File: src/rtl/pipe_hazard_ctrl.sv
// Hazard controller for the 5-stage pipeline: register enables/bubbles/flush,
// ID-stage forwarding selects and the data-memory request/ack handshake with timeout.
module pipe_hazard_ctrl #(
   parameter int TIMEOUT = 16,
   parameter int CNT_W   = 16
) (
   input  logic             clock,
   input  logic             resetn,
   input  logic [4:0]       drs,
   input  logic [4:0]       drt,
   input  logic             d_use_rs,
   input  logic             d_use_rt,
   input  logic [4:0]       ern,
   input  logic             ewreg,
   input  logic             em2reg,
   input  logic [4:0]       mrn,
   input  logic             mwreg,
   input  logic             mm2reg,
   input  logic             mm_acc,
   input  logic             e_taken,
   input  logic             dmem_ack,
   output logic             wpcir,
   output logic             fd_flush,
   output logic             de_bubble,
   output logic             de_en,
   output logic             em_en,
   output logic             mw_bubble,
   output logic             dmem_req,
   output logic [1:0]       fwda,
   output logic [1:0]       fwdb,
   output logic             mem_err,
   output logic [CNT_W-1:0] stall_cycles
);

   localparam int TW = $clog2(TIMEOUT + 1);

   typedef enum logic {ST_RUN = 1'b0, ST_WAIT = 1'b1} state_t;

   state_t        state, state_nxt;
   logic [TW-1:0] timer, timer_nxt;
   logic          lu, freeze, timed_out;

   // EX-stage ALU results win over anything still in MEM.
   function automatic logic [1:0] fwd_sel(input logic [4:0] x,
                                          input logic [4:0] e_rn, input logic e_w, input logic e_ld,
                                          input logic [4:0] m_rn, input logic m_w, input logic m_ld);
      if (e_w && !e_ld && e_rn != 5'd0 && e_rn == x)
         return 2'b01;
      else if (m_w && m_rn != 5'd0 && m_rn == x)
         return m_ld ? 2'b11 : 2'b10;
      else
         return 2'b00;
   endfunction

   assign fwda = fwd_sel(drs, ern, ewreg, em2reg, mrn, mwreg, mm2reg);
   assign fwdb = fwd_sel(drt, ern, ewreg, em2reg, mrn, mwreg, mm2reg);

   assign lu = ewreg & em2reg & (ern != 5'd0) &
               (((ern == drs) & d_use_rs) | ((ern == drt) & d_use_rt));

   assign timed_out = (state == ST_WAIT) & ~dmem_ack & (timer == TW'(TIMEOUT));

   // NOTE: sequential state uses non-blocking (<=) so every register samples pre-edge values.
   always_ff @(posedge clock or negedge resetn) begin
      if (!resetn) begin
         state <= ST_RUN;
         timer <= '0;
      end else begin
         state <= state_nxt;
         timer <= timer_nxt;
      end
   end

   // NOTE: every comb output gets a default first, otherwise a missed branch infers a latch.
   always_comb begin
      state_nxt = state;
      timer_nxt = timer;
      case (state)
         ST_RUN: begin
            if (mm_acc && !dmem_ack) begin
               state_nxt = ST_WAIT;
               timer_nxt = TW'(1);
            end
         end
         ST_WAIT: begin
            if (dmem_ack || timed_out) begin
               state_nxt = ST_RUN;
               timer_nxt = '0;
            end else begin
               timer_nxt = timer + TW'(1);
            end
         end
         default: begin
            state_nxt = ST_RUN;
            timer_nxt = '0;
         end
      endcase
   end

   always_comb begin
      dmem_req  = 1'b0;
      freeze    = 1'b0;
      wpcir     = 1'b1;
      fd_flush  = 1'b0;
      de_bubble = 1'b0;
      de_en     = 1'b1;
      em_en     = 1'b1;
      mw_bubble = 1'b0;
      case (state)
         ST_RUN: begin
            dmem_req = mm_acc;
            freeze   = mm_acc & ~dmem_ack;
         end
         ST_WAIT: begin
            dmem_req = 1'b1;
            freeze   = ~dmem_ack & ~timed_out;
         end
         default: ;
      endcase
      if (freeze) begin
         wpcir     = 1'b0;
         de_en     = 1'b0;
         em_en     = 1'b0;
         mw_bubble = 1'b1;
      end else if (e_taken) begin
         fd_flush  = 1'b1;
         de_bubble = 1'b1;
      end else if (lu) begin
         wpcir     = 1'b0;
         de_bubble = 1'b1;
      end
   end

   always_ff @(posedge clock or negedge resetn) begin
      if (!resetn) begin
         mem_err      <= 1'b0;
         stall_cycles <= '0;
      end else begin
         if (timed_out)
            mem_err <= 1'b1;
         if (!wpcir && stall_cycles != {CNT_W{1'b1}})
            stall_cycles <= stall_cycles + CNT_W'(1);
      end
   end

endmodule

File: config.mk
export PLATFORM = sky130hd
export DESIGN_NAME = pipe_hazard_ctrl
export DESIGN_NICKNAME = d
export VERILOG_FILES = /design/src/rtl/pipe_hazard_ctrl.sv
export SDC_FILE = /design/constraint.sdc
export NUM_CORES = 1
export LEC_CHECK = 0
export CAP_MARGIN = 10
export CORE_UTILIZATION = 39
export DETAILED_ROUTE_END_ITERATION = 10
export PLACE_DENSITY = 0.88
export SLEW_MARGIN = 10
export SYNTH_ARGS = -nofsm -noshare
export SYNTH_HDL_FRONTEND = slang
export SYNTH_SLANG_ARGS = --single-unit
File: constraint.sdc
create_clock -name clock -period 2.1 [get_ports clock]
set_clock_uncertainty 0.2 [all_clocks]
set_input_delay 0.42 -clock clock [delete_from_list [all_inputs] [get_ports clock]]
set_output_delay 0.42 -clock clock [all_outputs]
set_load 0.01 [all_outputs]
Word level (Yosys, flattened, before mapping)
Index checks and enable logic that the tools add are counted.
W data, S select, Z words.

storage, ports and cells
  register bits = 23

cells by class
  multiplexer cells = 23
  equality and inequality tests = 7
  reduce and logical (&&, ||, !) cells = 15
  add/subtract/negate cells = 2
  bitwise logic cells = 13

operators by type and width
  operator                 count
  $eq A5 B5 Y1             4
  $add A16 B1 Y16 const B  1
  $ne A16 B16 Y1 const B   1
  $mux W1                  13
  $mux W5                  2
  $pmux W5 S2              1
  $reduce_bool A5 Y1       2
  $and A1 B1 Y1            9
  $logic_and A1 B1 Y1      9
  $mux W2                  4
  $pmux W1 S2              3
  $add A5 B1 Y5 const B    1
  $eq A5 B5 Y1 const B     1
  $logic_not A1 Y1         3
  $not A1 Y1               3
  $ne A2 B2 Y1 const B     1
  $logic_or A1 B1 Y1       1
  $or A1 B1 Y1             1

Logic depth before layout (Yosys ltp)
  word-level depth = 9
  depth in mapped cells = 8

Least setup slack after synthesis
Ideal clock, no wire load.

  path type = register -> register
  from = register timer[0]
  to = register stall_cycles[14]
  setup slack = -168 ps
  stages on the path, launching flop included = 9
  setup time = 125 ps
  arrival time = 1943 ps
  period minus slack after synthesis = 2268 ps
  path buffers = 0
  cells stage by stage = dfrtp_1 -> inv_1 -> ha_1 -> nand4bb_1 -> o211ai_1 -> inv_2 -> a31oi_4 -> nor4b_2 -> mux2_4

on the way
  cells in the longest elaborated chain, start to end = 8

ends and longest elaborated chain
  element                 line  source
  start, declared         40    logic [TW-1:0] timer, timer_nxt;
  start signal, assigned  70    timer <= timer_nxt;
  $eq A5 B5 Y1            61    assign timed_out = (state == ST_WAIT) & ~dmem_ack & (timer == TW'(TIMEOUT));
  $and A1 B1 Y1           61
  $not A1 Y1              116   freeze = ~dmem_ack & ~timed_out;
  $and A1 B1 Y1           116
  $pmux W1 S2             109   case (state)
  $mux W1                 120   if (freeze) begin
  net wpcir               22    output logic wpcir,
  $logic_not A1 Y1        141   if (!wpcir && stall_cycles != {CNT_W{1'b1}})
  $logic_and A1 B1 Y1     141
  end signal, assigned    142   stall_cycles <= stall_cycles + CNT_W'(1);
  end, declared           32    output logic [CNT_W-1:0] stall_cycles

The timed path passes the listed nets, and every way through them passes these cells.
A chain may end at the register's enable or synchronous reset.

Final worst setup path
  from = register timer[0]
  to = output wpcir

on the way
  cells in the longest elaborated chain, start to end = 6

ends and longest elaborated chain
  element        line
  $eq A5 B5 Y1   61
  $and A1 B1 Y1  61
  $not A1 Y1     116
  $and A1 B1 Y1  116
  $pmux W1 S2    109
  $mux W1        120
  end, declared  22

No other way between the ends.

==> results.yml <==
routing:
  vias: 1691
  antenna_left: 0
  vias_per_cell: 5.32
  detail_route.drc_violations: 0
  wirelength_microns: 5660
  firstDrtPassIters: 4
  routedWlPerCell_microns: 17.8
  drt_iter0_markers: 62
power:
  vdd.ir_drop.worst_uv: 616
  p_per_area_mw_per_mm2: 567
  leakage_power_nw: 1.32
  report.power.total_w: 0.00164
clock_tree:
  clk-insertion-delay-late_ns: 0.28
  cts.path.max_buffers: 2
  cts.htree.levels: 1
  cts_buffers: 3
  clkTransAtPathRegs_ns: 0.09
  cts_tree: "done"
  cts_sinks: 23
  root_cell_of_the_clock_tree: "clkbuf_8"
synthesis:
  synth.most_common_cell: "xor2_1"
  synth-async-reset-ratio: 1.00
  synth.yosys.seq_area_share: 0.379
  synth.top_cells.by_count: "25 x xor2_1, 23 x dfrtp_1, 14 x nor2_1"
  synthesis.area_per_instance_sq_um: 9.62
  synth.top_cells.by_area: "dfrtp_1 38%, xor2_1 14%, xnor2_1 5.2%"
  syn_inst: 158
  synth-xor-area-share: 0.196
  synthesis.nets: 192
  yosys_register_bits: 23
  post_synth_fa_ha_maj_area_fraction: 0.0247
  post_synth_and_or_nand_nor_area_fraction: 0.225
  synth_top_family_by_area: "simple AND/OR/NAND/NOR gates"
  synthesized_area_fraction_occupied_by_ao_oa_aoi_and_oai_cells: 0.122
  ys_warn_count: 0
  synth_edf_count: 0
  synth_area_leader_cell: "dfrtp_1"
  synth_flop_cell: "dfrtp_1"
  ys_types: 39
  area_share_of_the_largest_cell_type_after_synthesis: 0.379
  area_of_the_mapped_netlist_sq_mm: 0.00152
  synth.mux.area_fraction: 0.0198
global_routing:
  antenna_found_initial: 0
  grt_overflow: 0
  grt_pass1_wl_microns: 8040
  grt_start_max_net_pins: 24
  grt_pass1_vias: 1617
  overall_global_routing_resource_usage: 0.257
critical_path:
  timing.critical_path.to: "wpcir"
  worstPathRequired_ns: 1.48
  timing.critical_path.fanout_max: 4
  arrival_ns: 1.85
  rr_startpoint: "timer[0]$_DFFE_PN0P_"
  crit_type: "flip-flop to primary output"
  critical_path_start_type: "flip-flop"
  worst_r2r_path_depth: 11
  regToRegSetupSlack_ns: -0.28
  critical_path.reg2reg.endpoint: "stall_cycles[12]$_DFFE_PN0P_"
  startpoint: "timer[0]$_DFFE_PN0P_"
  cp-end-kind: "primary output"
placement:
  post-place-cells: 297
  dp.final_hpwl_microns: 3160
  routabilityCongestion: 0.821
  place.port_buffers: 58
floorplan:
  fp.dieH_microns: 64.4
  die_area_sq_mm: 0.00415
  num_rows: 22
  floorplan.initialDensity: 0.412
  core_region_area_sq_mm: 0.00369
  fp.dieW_microns: 64.4
  i_o_pins: 59
final_layout:
  syn_to_layout_area_delta_pct: 90.4
  final_layout_size_suffix_gt1_frac: 0.519
  count_of_nets_after_finishing: 305
  antenna-diode-count: 0
  finish.cell_count_without_fillers: 318
sta:
  post-route-period-util: 1.18
  layout_min_cycle_time_ns: 2.47
  timing.hold.ws_ns: 0.274
  finalHoldViolCount: 0
  timing.fmax_mhz: 404
  slew_violations: 0
  worstMarginPinSlew_ns: 0.528
  setup_ws_ns: -0.372
  setup-violations-final: 26
  grt_setup_unrepaired: "true"
  timing.max_slew.rel_slack: 0.648
run:
  maxCapViolations: 0
run_status:
  violations_in_the_final_reports: "negative setup slack"
  run_status: "finished with violations"
worst_hold_path:
  class_of_the_worst_hold_path: "flip-flop to flip-flop"
  whs_path_cells: 2
state kept, by name, summed over array words and instances (netlist names):
name and flops:
stall_cycles 16, timer 5, mem_err 1, state 1
layout by cell type, fill, tap and decap left out, drive strengths merged, types with 3 or more instances in the layout:
cell type / instances
ha: 3
nor2b: 3
nor2: 14
nand3: 9
xor2: 25
xnor2: 9
inv: 12
buf: 69
clkdlybuf4s50: 25
clkdlybuf4s15: 3
nor4: 6
dlygate4sd2: 6
a21oi: 6
nand4: 4
nor3: 7
o31ai: 3
clkbuf: 8
nand2: 6
dfrtp: 23
o21ai: 6
metal layers:
| layer | vias up | GRT usage | part of all wire |
|---|---|---|---|
| li1 | 779 | - | - |
| met1 | 834 | 0.313 | 0.39 |
| met2 | 69 | 0.470 | 0.53 |
| met3 | 9 | 0.0387 | 0.056 |
| met4 | 0 | 0.0667 | 0.017 |
| met5 | - | 0 | 0 |
power by group:
| part | switching, W | internal (W) | total, W |
|---|---|---|---|
| Clock | 0.000161 | 0.000135 | 0.000296 |
| Combinational | 0.000346 | 0.000421 | 0.000767 |
| Sequential | 0.0000724 | 0.000506 | 0.000579 |
logic make-up (layout without fill, tap and decap cells):
| group | after synthesis | in the layout |
|---|---|---|
| AO/OA/AOI/OAI | 23 | 24 |
| AND/OR/NAND/NOR | 60 | 60 |
| buffers and inverters | 13 | 124 |
| multiplexers | 2 | 2 |
| flip-flops | 23 | 23 |
| XOR/XNOR | 34 | 34 |
| adder cells (fa/ha/maj) | 3 | 3 |
what timing repair did:
item                       CTS  global route
buffers inserted            10             9
resized for setup          144            44
pin swaps                   31            27
setup endpoints to repair   27            31
cloned                       1             0
hold buffers                 0             0
worst min-delay path by stage:
stage	slack (ns)	endpoint	from
2_1_floorplan	-0.08	mem_err$_DFFE_PN0P_	resetn
3_3_place_gp	0.25	mem_err$_DFFE_PN0P_	mem_err$_DFFE_PN0P_
3_5_place_dp	0.26	mem_err$_DFFE_PN0P_	mem_err$_DFFE_PN0P_
4_1_cts	0.28	mem_err$_DFFE_PN0P_	mem_err$_DFFE_PN0P_
5_1_grt	0.29	timer[4]$_DFFE_PN0P_	timer[4]$_DFFE_PN0P_
6_report	0.27	mem_err$_DFFE_PN0P_	mem_err$_DFFE_PN0P_
critical path, cell delays in order, from the launching register on:
cell and delay (ns):
dfrtp_1 0.40, inv_2 0.08, ha_4 0.12, nand4bb_1 0.16, o211ai_1 0.37, inv_2 0.13, a31oi_4 0.17, buf_2 0.15
per-stage QoR:
stage / util / setup TNS [ns] / setup slack, ns / instance area, sq um
5_1_grt: 0.785 / -7.08 / -0.437 / 2890
3_3_place_gp: 0.656 / -17.83 / -0.957 / 2420
3_5_place_dp: 0.656 / -18.53 / -1.00 / 2420
6_report: 0.785 / -5.60 / -0.372 / 2890
2_1_floorplan: - / -0.992 / -0.168 / 1530
4_1_cts: 0.729 / -1.76 / -0.214 / 2690
cell type report:
type / instances / area [sq um]
clock buffers: 3 / 41.3
clock inverters: 1 / 7.51
fillers: 217 / 795
inverters: 12 / 45.0
multi-input cells: 123 / 1250
flip-flops and latches: 23 / 576
well taps: 48 / 60.1
repair buffers: 108 / 917
Power figures use the tool's default switching activity.
